`src/rtl/add_sub_pkg.sv`:
```
`default_nettype none
// ============================================================================
// Module  : add_sub_pkg
// Brief   : Shared constants, FSM state type and width check for the serial
//           add/sub controller.
// Revision: 1.0 - initial release
// ============================================================================
package add_sub_pkg;

   localparam int SLICE_W = 4;

   typedef enum logic [1:0] {
      IDLE = 2'd0,
      RUN  = 2'd1,
      DONE = 2'd2
   } state_t;

   // Operand width must split evenly into slices and give at least two of them
   function automatic bit width_ok(input int w);
      return ((w % SLICE_W) == 0) && (w >= 2 * SLICE_W);
   endfunction

endpackage
`default_nettype wire

```
`src/rtl/full_adder.sv`:
```
`default_nettype none
// ============================================================================
// Module  : full_adder
// Brief   : Single-bit full adder cell.
// Revision: 1.0 - initial release
// ============================================================================
module full_adder (
   input  logic a,
   input  logic b,
   input  logic cin,
   output logic s,
   output logic cout
);

   assign s    = a ^ b ^ cin;
   assign cout = (a & b) | (cin & (a ^ b));

endmodule
`default_nettype wire

```
`src/rtl/nibble_add_sub.sv`:
```
`default_nettype none
// ============================================================================
// Module  : nibble_add_sub
// Brief   : 4-bit ripple add/sub slice with an explicit carry-in so slices
//           can be chained through an external carry register.
// Revision: 1.0 - initial release
// ============================================================================
module nibble_add_sub
   import add_sub_pkg::*;
(
   input  logic [SLICE_W-1:0] a,
   input  logic [SLICE_W-1:0] b,
   input  logic               sub,
   input  logic               cin,
   output logic [SLICE_W-1:0] sum,
   output logic               cout,
   output logic               c3
);

   logic [SLICE_W-1:0] w_b_eff;
   logic [SLICE_W:0]   w_c;

   assign w_b_eff = b ^ {SLICE_W{sub}};
   assign w_c[0]  = cin;

   for (genvar gi = 0; gi < SLICE_W; gi++) begin : g_fa
      full_adder u_fa (
         .a    (a[gi]),
         .b    (w_b_eff[gi]),
         .cin  (w_c[gi]),
         .s    (sum[gi]),
         .cout (w_c[gi+1])
      );
   end

   assign cout = w_c[SLICE_W];
   assign c3   = w_c[SLICE_W-1];

endmodule
`default_nettype wire

```
`src/rtl/serial_add_sub_ctrl.sv`:
```
`default_nettype none
// ============================================================================
// Module  : serial_add_sub_ctrl
// Brief   : WIDTH-bit add/sub done LS nibble first over WIDTH/4 cycles on one
//           shared 4-bit slice, with valid/ready handshakes on both sides.
// Revision: 1.0 - initial release
// ============================================================================
module serial_add_sub_ctrl
   import add_sub_pkg::*;
#(
   parameter int WIDTH = 16
) (
   input  logic             clk,
   input  logic             rst,
   input  logic             in_valid,
   output logic             in_ready,
   input  logic [WIDTH-1:0] a,
   input  logic [WIDTH-1:0] b,
   input  logic             sub,
   output logic             out_valid,
   input  logic             out_ready,
   output logic [WIDTH-1:0] result,
   output logic             carry,
   output logic             overflow,
   output logic             busy
);

   localparam int c_num_slices = WIDTH / SLICE_W;
   localparam int c_idx_w      = $clog2(c_num_slices);
   localparam logic [c_idx_w-1:0] c_last_idx = c_idx_w'(c_num_slices - 1);

   if (!width_ok(WIDTH)) begin : g_width_chk
      $error("serial_add_sub_ctrl: WIDTH must be a multiple of 4 and >= 8");
   end

   state_t             r_state;
   state_t             w_state_next;
   logic [c_idx_w-1:0] r_idx;
   logic               r_c;
   logic [WIDTH-1:0]   r_a;
   logic [WIDTH-1:0]   r_b;
   logic               r_sub;
   logic [WIDTH-1:0]   r_result;
   logic               r_carry;
   logic               r_overflow;

   logic [c_idx_w+1:0] w_base;
   logic [SLICE_W-1:0] w_a_sl;
   logic [SLICE_W-1:0] w_b_sl;
   logic [SLICE_W-1:0] w_sum;
   logic               w_cout;
   logic               w_c3;
   logic               w_last;

   // Slice base bit offset is idx * 4
   assign w_base = {r_idx, 2'b00};
   assign w_a_sl = r_a[w_base +: SLICE_W];
   assign w_b_sl = r_b[w_base +: SLICE_W];
   assign w_last = (r_idx == c_last_idx);

   nibble_add_sub u_slice (
      .a    (w_a_sl),
      .b    (w_b_sl),
      .sub  (r_sub),
      .cin  (r_c),
      .sum  (w_sum),
      .cout (w_cout),
      .c3   (w_c3)
   );

   always_ff @(posedge clk) begin
      if (rst) begin
         r_state <= IDLE;
      end else begin
         r_state <= w_state_next;
      end
   end

   always_comb begin
      w_state_next = r_state;
      case (r_state)
         IDLE:    if (in_valid)  w_state_next = RUN;
         RUN:     if (w_last)    w_state_next = DONE;
         DONE:    if (out_ready) w_state_next = IDLE;
         default:                w_state_next = IDLE;
      endcase
   end

   always_ff @(posedge clk) begin
      if (rst) begin
         r_idx      <= '0;
         r_c        <= 1'b0;
         r_a        <= '0;
         r_b        <= '0;
         r_sub      <= 1'b0;
         r_result   <= '0;
         r_carry    <= 1'b0;
         r_overflow <= 1'b0;
      end else begin
         case (r_state)
            IDLE: begin
               if (in_valid) begin
                  r_a   <= a;
                  r_b   <= b;
                  r_sub <= sub;
                  r_c   <= sub;
                  r_idx <= '0;
               end
            end
            RUN: begin
               r_result[w_base +: SLICE_W] <= w_sum;
               r_c <= w_cout;
               if (w_last) begin
                  r_idx      <= '0;
                  r_carry    <= w_cout;
                  r_overflow <= w_c3 ^ w_cout;
               end else begin
                  r_idx <= r_idx + c_idx_w'(1);
               end
            end
            default: ;
         endcase
      end
   end

   assign in_ready  = (r_state == IDLE);
   assign out_valid = (r_state == DONE);
   assign busy      = (r_state != IDLE);
   assign result    = r_result;
   assign carry     = r_carry;
   assign overflow  = r_overflow;

endmodule
`default_nettype wire

```
`config.mk`:
```
export PLATFORM = sky130hd
export DESIGN_NAME = serial_add_sub_ctrl
export DESIGN_NICKNAME = d
export VERILOG_FILES = /design/src/rtl/add_sub_pkg.sv /design/src/rtl/full_adder.sv /design/src/rtl/nibble_add_sub.sv /design/src/rtl/serial_add_sub_ctrl.sv
export SDC_FILE = /design/constraint.sdc
export NUM_CORES = 1
export LEC_CHECK = 0
export ABC_AREA = 1
export CAP_MARGIN = 20
export CORE_UTILIZATION = 45
export CTS_CLUSTER_SIZE = 20
export DETAILED_ROUTE_END_ITERATION = 6
export GPL_TIMING_DRIVEN = 0
export HOLD_SLACK_MARGIN = 0.1
export PLACE_DENSITY = 0.86
export SLEW_MARGIN = 20
export SYNTH_ARGS = -nofsm -noshare
export SYNTH_HDL_FRONTEND = slang
export SYNTH_HIERARCHICAL = 1
export SYNTH_SLANG_ARGS = --single-unit
```
`constraint.sdc`:
```
create_clock -name clk -period 3.23 [get_ports clk]
set_input_delay 0.323 -clock clk [delete_from_list [all_inputs] [get_ports clk]]
set_output_delay 0.323 -clock clk [all_outputs]
set_load 0.02 [all_outputs]
```
Word-level counts from Yosys, hierarchy flattened --
Cells that the tools add are included.
Storage, ports and cells: register bits after elaboration 56, bits in latches 0, bits in writable memories 0, memory bits (read-only) 0, output and inout port bits 21, logic and storage cells 60, memories 0
Cells by class: add/subtract/negate cells 2, $mul 0, div/mod/pow operators 0, magnitude comparators 0, eq/ne operators 6, shifts and indexed selects 4, muxes and demuxes 10, bitwise logic cells 22, reductions and logical operators 7
Operator list (number):
- $shiftx A16 B5 Y4 | 2
- $bwmux W16 | 1
- $shift A4 B6 Y16 const A | 1
- $shiftx A4 B6 Y16 | 1
- $mux W2 | 5
- $xor A1 B1 Y1 | 9
- $and A1 B1 Y1 | 8
- $neg A4 Y6 | 1
- $pmux W2 S3 | 1
- $reduce_and A2 Y1 | 3
- $eq A2 B2 Y1 const B | 2
- $ne A2 B2 Y1 const B | 2
- $or A1 B1 Y1 | 4
- $pmux W2 S2 | 1
- $reduce_bool A2 Y1 | 2
- $xor A4 B4 Y4 | 1
- $reduce_and A3 Y1 | 1
- $add A2 B1 Y2 const B | 1
- $eq A2 B1 Y1 const B | 1
- $logic_not A2 Y1 | 1
- $ne A2 B1 Y1 const B | 1
- $pmux W1 S2 | 1
- $mux W1 | 1

Longest topological paths before layout --
Gate-level depths: netlist of the first run.
word-level depth 12, depth in mapped cells 16

Modules after synthesis --
The synthesis of the first run kept the hierarchy.
Modules (own cells, without submodules):
- serial_add_sub_ctrl | times used 1, cells each 335, area each 2461.1 um^2, seq. area each 1121.1 um^2
- full_adder | times used 4, cells each 1, area each 20.0 um^2, seq. area each 0.0 um^2
- nibble_add_sub | times used 1, cells each 17, area each 63.8 um^2, seq. area each 0.0 um^2

Least setup slack after synthesis of the first run --
Ideal clock, no wire load.
path type register to register, start point reg r_idx[0], end point reg r_result[7] (netlist: result[7]), setup time 0.070 ns, arrival 3.209 ns, required time 3.160 ns, path slack -0.049 ns, stages on the path, launching flop included 17, period minus slack after synthesis 3.279 ns, cells stage by stage dfxtp_1 > buf_2 > inv_1 > buf_2 > nor2_1 > o22ai_1 > inv_1 > nand2_1 > nand2_1 > fa_1 > fa_1 > fa_1 > fa_1 > nand2_1 > nor2_1 > nand2_1 > a21oi_1
Between the ends: longest elaborated chain between the ends 12
RTL lines:
- from (decl) | RTL line serial_add_sub_ctrl.sv:38 | logic [c_idx_w-1:0] r_idx;
- from (signal assigned) | RTL line serial_add_sub_ctrl.sv:118 | r_idx <= r_idx + c_idx_w'(1);
- $shiftx A16 B5 Y4 * | RTL line serial_add_sub_ctrl.sv:58 | assign w_b_sl = r_b[w_base +: SLICE_W];
- via w_b_sl[0] | RTL line serial_add_sub_ctrl.sv:49 | logic [SLICE_W-1:0] w_b_sl;
- $xor A4 B4 Y4 * | RTL line nibble_add_sub.sv:23 | assign w_b_eff = b ^ {SLICE_W{sub}};
- via u_slice.w_b_eff[0] | RTL line nibble_add_sub.sv:20 | logic [SLICE_W-1:0] w_b_eff;
- $xor A1 B1 Y1 | RTL line full_adder.sv:16 | assign cout = (a & b) | (cin & (a ^ b));
- $and A1 B1 Y1 | RTL line full_adder.sv:16
- $or A1 B1 Y1 * | RTL line full_adder.sv:16
- via u_slice.w_c[1] | RTL line nibble_add_sub.sv:21 | logic [SLICE_W:0] w_c;
- (+2 left out)
- via u_slice.w_c[2] | RTL line nibble_add_sub.sv:21
- $and A1 B1 Y1 * | RTL line full_adder.sv:16
- $or A1 B1 Y1 * | RTL line full_adder.sv:16
- via w_c3 | RTL line serial_add_sub_ctrl.sv:52 | logic w_c3;
- $xor A1 B1 Y1 * | RTL line full_adder.sv:15 | assign s = a ^ b ^ cin;
- via w_sum[3] | RTL line serial_add_sub_ctrl.sv:50 | logic [SLICE_W-1:0] w_sum;
- $shiftx A4 B6 Y16 * | RTL line serial_add_sub_ctrl.sv:111 | r_result[w_base +: SLICE_W] <= w_sum;
- $bwmux W16 * | RTL line serial_add_sub_ctrl.sv:111
- to (signal, indexed assignment) | RTL line serial_add_sub_ctrl.sv:111
- to (decl) | RTL line serial_add_sub_ctrl.sv:43 | logic [WIDTH-1:0] r_result;
The timed path passes the listed nets; every way through them passes the cells marked *. A chain may end at the register's enable or synchronous reset.

Worst setup path in the final report of the first run --
Same ends and word-level chain as after synthesis.

==> flow_metrics.env, run 1 <==
export IMPL_n_antenna_cell=0
export IMPL_cp_endpoint="result[7]"
export IMPL_critical_path_startpoint="r_idx[0]"
export IMPL_hold_path_class="in2reg"
export IMPL_drc=0
export IMPL_maxSlewViolCount=0
export IMPL_place_congestion=0.848
export IMPL_rows=27
export IMPL_cts_sinks=56
export IMPL_multi_input_area_mm2=0.00128
export IMPL_timing_fmax_mhz=320
export IMPL_hold_violations=0
export IMPL_cts_buffer_depth=2
export IMPL_dr_pass1_iters=4
export IMPL_syn_area_per_cell_um2=7.32
export IMPL_drive_gt1_frac=0.128
export IMPL_layout_cells_non_filler=501
export IMPL_nNetsFinal=474
export IMPL_ys_ff_latch=56
export IMPL_ys_seq_area_frac=0.430
export IMPL_startpoint_type="flop"
export IMPL_port_buffers=56
export IMPL_regArea_mm2=0.00112
export IMPL_crit_required_ns=3.47
export IMPL_rsz0062_at_grt="yes"
export IMPL_synth_cells=356
export IMPL_maxCapViolCount=0
export IMPL_tightest_slew_ns=0.413
export IMPL_ys_types=24
export IMPL_postSynthNetCount=402
export IMPL_fin_crit_ns=3.13
export IMPL_core_area_mm2=0.00554
export IMPL_dieArea_mm2=0.00610
export IMPL_grt_usage=0.218
export IMPL_cp_max_fo=8
export IMPL_outcome="finished clean"
export IMPL_drtAntennaViolNets=0
export IMPL_cp_end_kind="flop"
export IMPL_syn_to_final_growth_pct=34.7
export IMPL_crit_top_cell="nand2_1"
export IMPL_worstSetupPathType="reg2reg"
export IMPL_critPathSlowestCell="fa_1"
export IMPL_final_setup_viol_count=0
export IMPL_p_leak_nw=1.44
export IMPL_wire_per_inst_um=12.5
export IMPL_grt_max_degree=17
export IMPL_slew_headroom=0.725
export IMPL_post_place_cells=484
export IMPL_r2r_slack_ns=0.10
export IMPL_p_comb_frac=0.234
export IMPL_grt_pass1_wl_um=10400
export IMPL_finalCritPeriodShare=0.968
export IMPL_max_stage_delay_ns=0.53
export IMPL_cts_tree="done"
export IMPL_die_y_um=78.1
export IMPL_dieWidth_um=78.1
export IMPL_io_pins=58
export IMPL_grt_pass1_vias=2396
export IMPL_dp_hpwl_um=4610
export IMPL_grt_antenna_before_repair=0
export IMPL_path_clk_slew_ns=0.09
export IMPL_seq_power_share=0.481
export IMPL_nFillCells=483
export IMPL_p_sw_mw=0.438
export IMPL_vias=2555
export IMPL_clkLatencyLatePin_ns=0.31
export IMPL_vdd_drop_max_mv=0.291
export IMPL_initial_utilization=0.470
export IMPL_wl_um=6250
export IMPL_numCtsBuffers=5
export IMPL_internal_power_mw=1.14
export IMPL_grt_remaining_overflow=0
export IMPL_whs_path_depth=2
export IMPL_ys_warn_count=6
export IMPL_powerDensity_mw_per_mm2=450
export IMPL_syn_cell_area_mm2=0.00260
export IMPL_postCtsHoldBufs=0
export IMPL_vias_per_cell=5.10
export IMPL_tns_ns=0
export IMPL_power_frac_clock=0.285
export IMPL_clock_root_buffer="clkbuf_8"
export IMPL_arrival_ns=3.37
export IMPL_clock_skew_ns=0.00435
export IMPL_rr_startpoint="r_idx[0]"
export IMPL_worst_r2r_cell_count=16
export IMPL_drt_iter0_markers=149
export IMPL_swShare=0.278
export IMPL_htreeDepth=2
export IMPL_r2r_end="result[7]"
export IMPL_crit_chain="buf_6 -> inv_6 -> buf_6 -> nor2_1 -> o22ai_2 -> inv_1 -> nand2_1 -> nand2_1 -> fa_2 -> fa_2 -> fa_2 -> fa_1 -> nand2_1 -> nor2_2 -> nand2_1 -> a21oi_1"
==> layer usage <==
metal,part of all wire,global-route usage,vias up
li1,-,-,1277
met1,0.42,0.250,1184
met2,0.50,0.385,78
met3,0.057,0.0465,16
met4,0.026,0.0981,0
met5,0,0,-
==> stage by stage <==
stage | setup WS (ns) | total power [mW] | cell area [um^2] | hold slack, ns | util
CTS | 0.0155 | 1.58 | 3490 | 0.306 | 0.631
finish | 0.104 | 1.58 | 3510 | 0.318 | 0.633
global placement | -0.380 | 1.09 | 3260 | 0.453 | 0.588
floorplan | 0.0435 | 0.987 | 2610 | 0.449 | -
detailed placement | -0.453 | 1.10 | 3260 | 0.456 | 0.588
global route | -0.00351 | 1.66 | 3510 | 0.319 | 0.633
==> synth_stat cells <==
library cell,number,area share
nor2_1,88,0.13
xor2_1,1,0.0034
nand2_1,62,0.089
inv_1,21,0.030
buf_6,7,0.030
buf_2,6,0.012
o21ai_1,4,0.0077
inv_4,1,0.0024
and2_1,1,0.0024
buf_4,2,0.0058
o22ai_1,8,0.019
dfxtp_1,56,0.43
nand3_2,3,0.012
fa_1,4,0.031
nor2_4,2,0.0086
ha_1,5,0.024
nand2_4,1,0.0043
nand3_1,4,0.0077
nand4_1,4,0.0096
inv_2,3,0.0043
a21oi_1,22,0.042
o21ai_0,46,0.088
clkbuf_1,3,0.0043
nor2_2,2,0.0048
==> sequential cells by signal, summed over array words and instances, names as in the netlist <==
signal and count:
r_a 16, carry 1, r_b 16, overflow 1, r_idx 2, r_state 2
r_sub 1, r_c 1, result 16
==> placed cells by master, fill, tap and decap left out, types with 5 or more instances in the layout <==
| master | instances |
|---|---|
| o21ai_1 | 5 |
| o21ai_0 | 45 |
| inv_1 | 19 |
| o22ai_1 | 6 |
| buf_6 | 10 |
| nor2_1 | 87 |
| dfxtp_1 | 54 |
| nand2_1 | 62 |
| clkbuf_8 | 6 |
| clkdlybuf4s50_1 | 56 |
| buf_4 | 10 |
| ha_1 | 5 |
| a21oi_1 | 21 |
==> final cells by class <==
type	instances	share of cell area
plain buffers	18	0.0467
inverters	25	0.0299
repair buffers	65	0.183
well taps	72	0.0257
flip-flops and latches	56	0.320
multi-input cells	257	0.364
clock buffers	6	0.0207
clock inverters	2	0.00998
==> timing repair <==
item / CTS / global route
pin swaps: 4 / 4
setup buffers: 9 / 0
endpoints found under the setup margin: 9 / 4
gates resized for setup: 16 / 5
==> critical path: cells and delay by family, from the launching register on <==
kind | cells | cell delay, ns
adder cells (fa/ha/maj) | 4 | 1.57
flip-flops | 1 | 0.35
buffers and inverters | 4 | 0.39
AO/OA/AOI/OAI | 2 | 0.28
AND/OR/NAND/NOR | 6 | 0.47
==> cell families after synthesis <==
kind of cell,after synthesis,share of synthesized area
AND/OR/NAND/NOR,167,0.265
adder cells (fa/ha/maj),9,0.0548
buffers and inverters,43,0.0889
flip-flops,56,0.430
AO/OA/AOI/OAI,80,0.158
XOR/XNOR,1,0.00336
==> power groups by stage <==
| stage | clock, mW | sequential, mW | combinational [mW] |
|---|---|---|---|
| 6_report | 0.450 | 0.760 | 0.369 |
| 5_1_grt | 0.484 | 0.765 | 0.411 |
| 4_1_cts | 0.456 | 0.759 | 0.363 |
| 3_5_place_dp | 0 | 0.775 | 0.328 |
| 3_3_place_gp | 0 | 0.772 | 0.319 |
| 2_1_floorplan | 0 | 0.775 | 0.212 |
==> worst min-delay path by stage <==
stage                   start    endpoint  slack, ns
floorplan             r_a[10]     r_a[10]       0.45
global placement    result[1]   result[1]       0.45
detailed placement  result[1]   result[1]       0.46
CTS                       rst       carry       0.31
global route              rst    r_idx[1]       0.32
finish                    rst  result[15]       0.32
Power figures use the tool's default switching activity.
==> run 2: changes to the inputs <==
Settings changed: CTS_CLUSTER_SIZE 20 to not set, TNS_END_PERCENT set to 10.
==> results of run 2 <==
Final layout, timing and power as in run 1 (identical DEF).
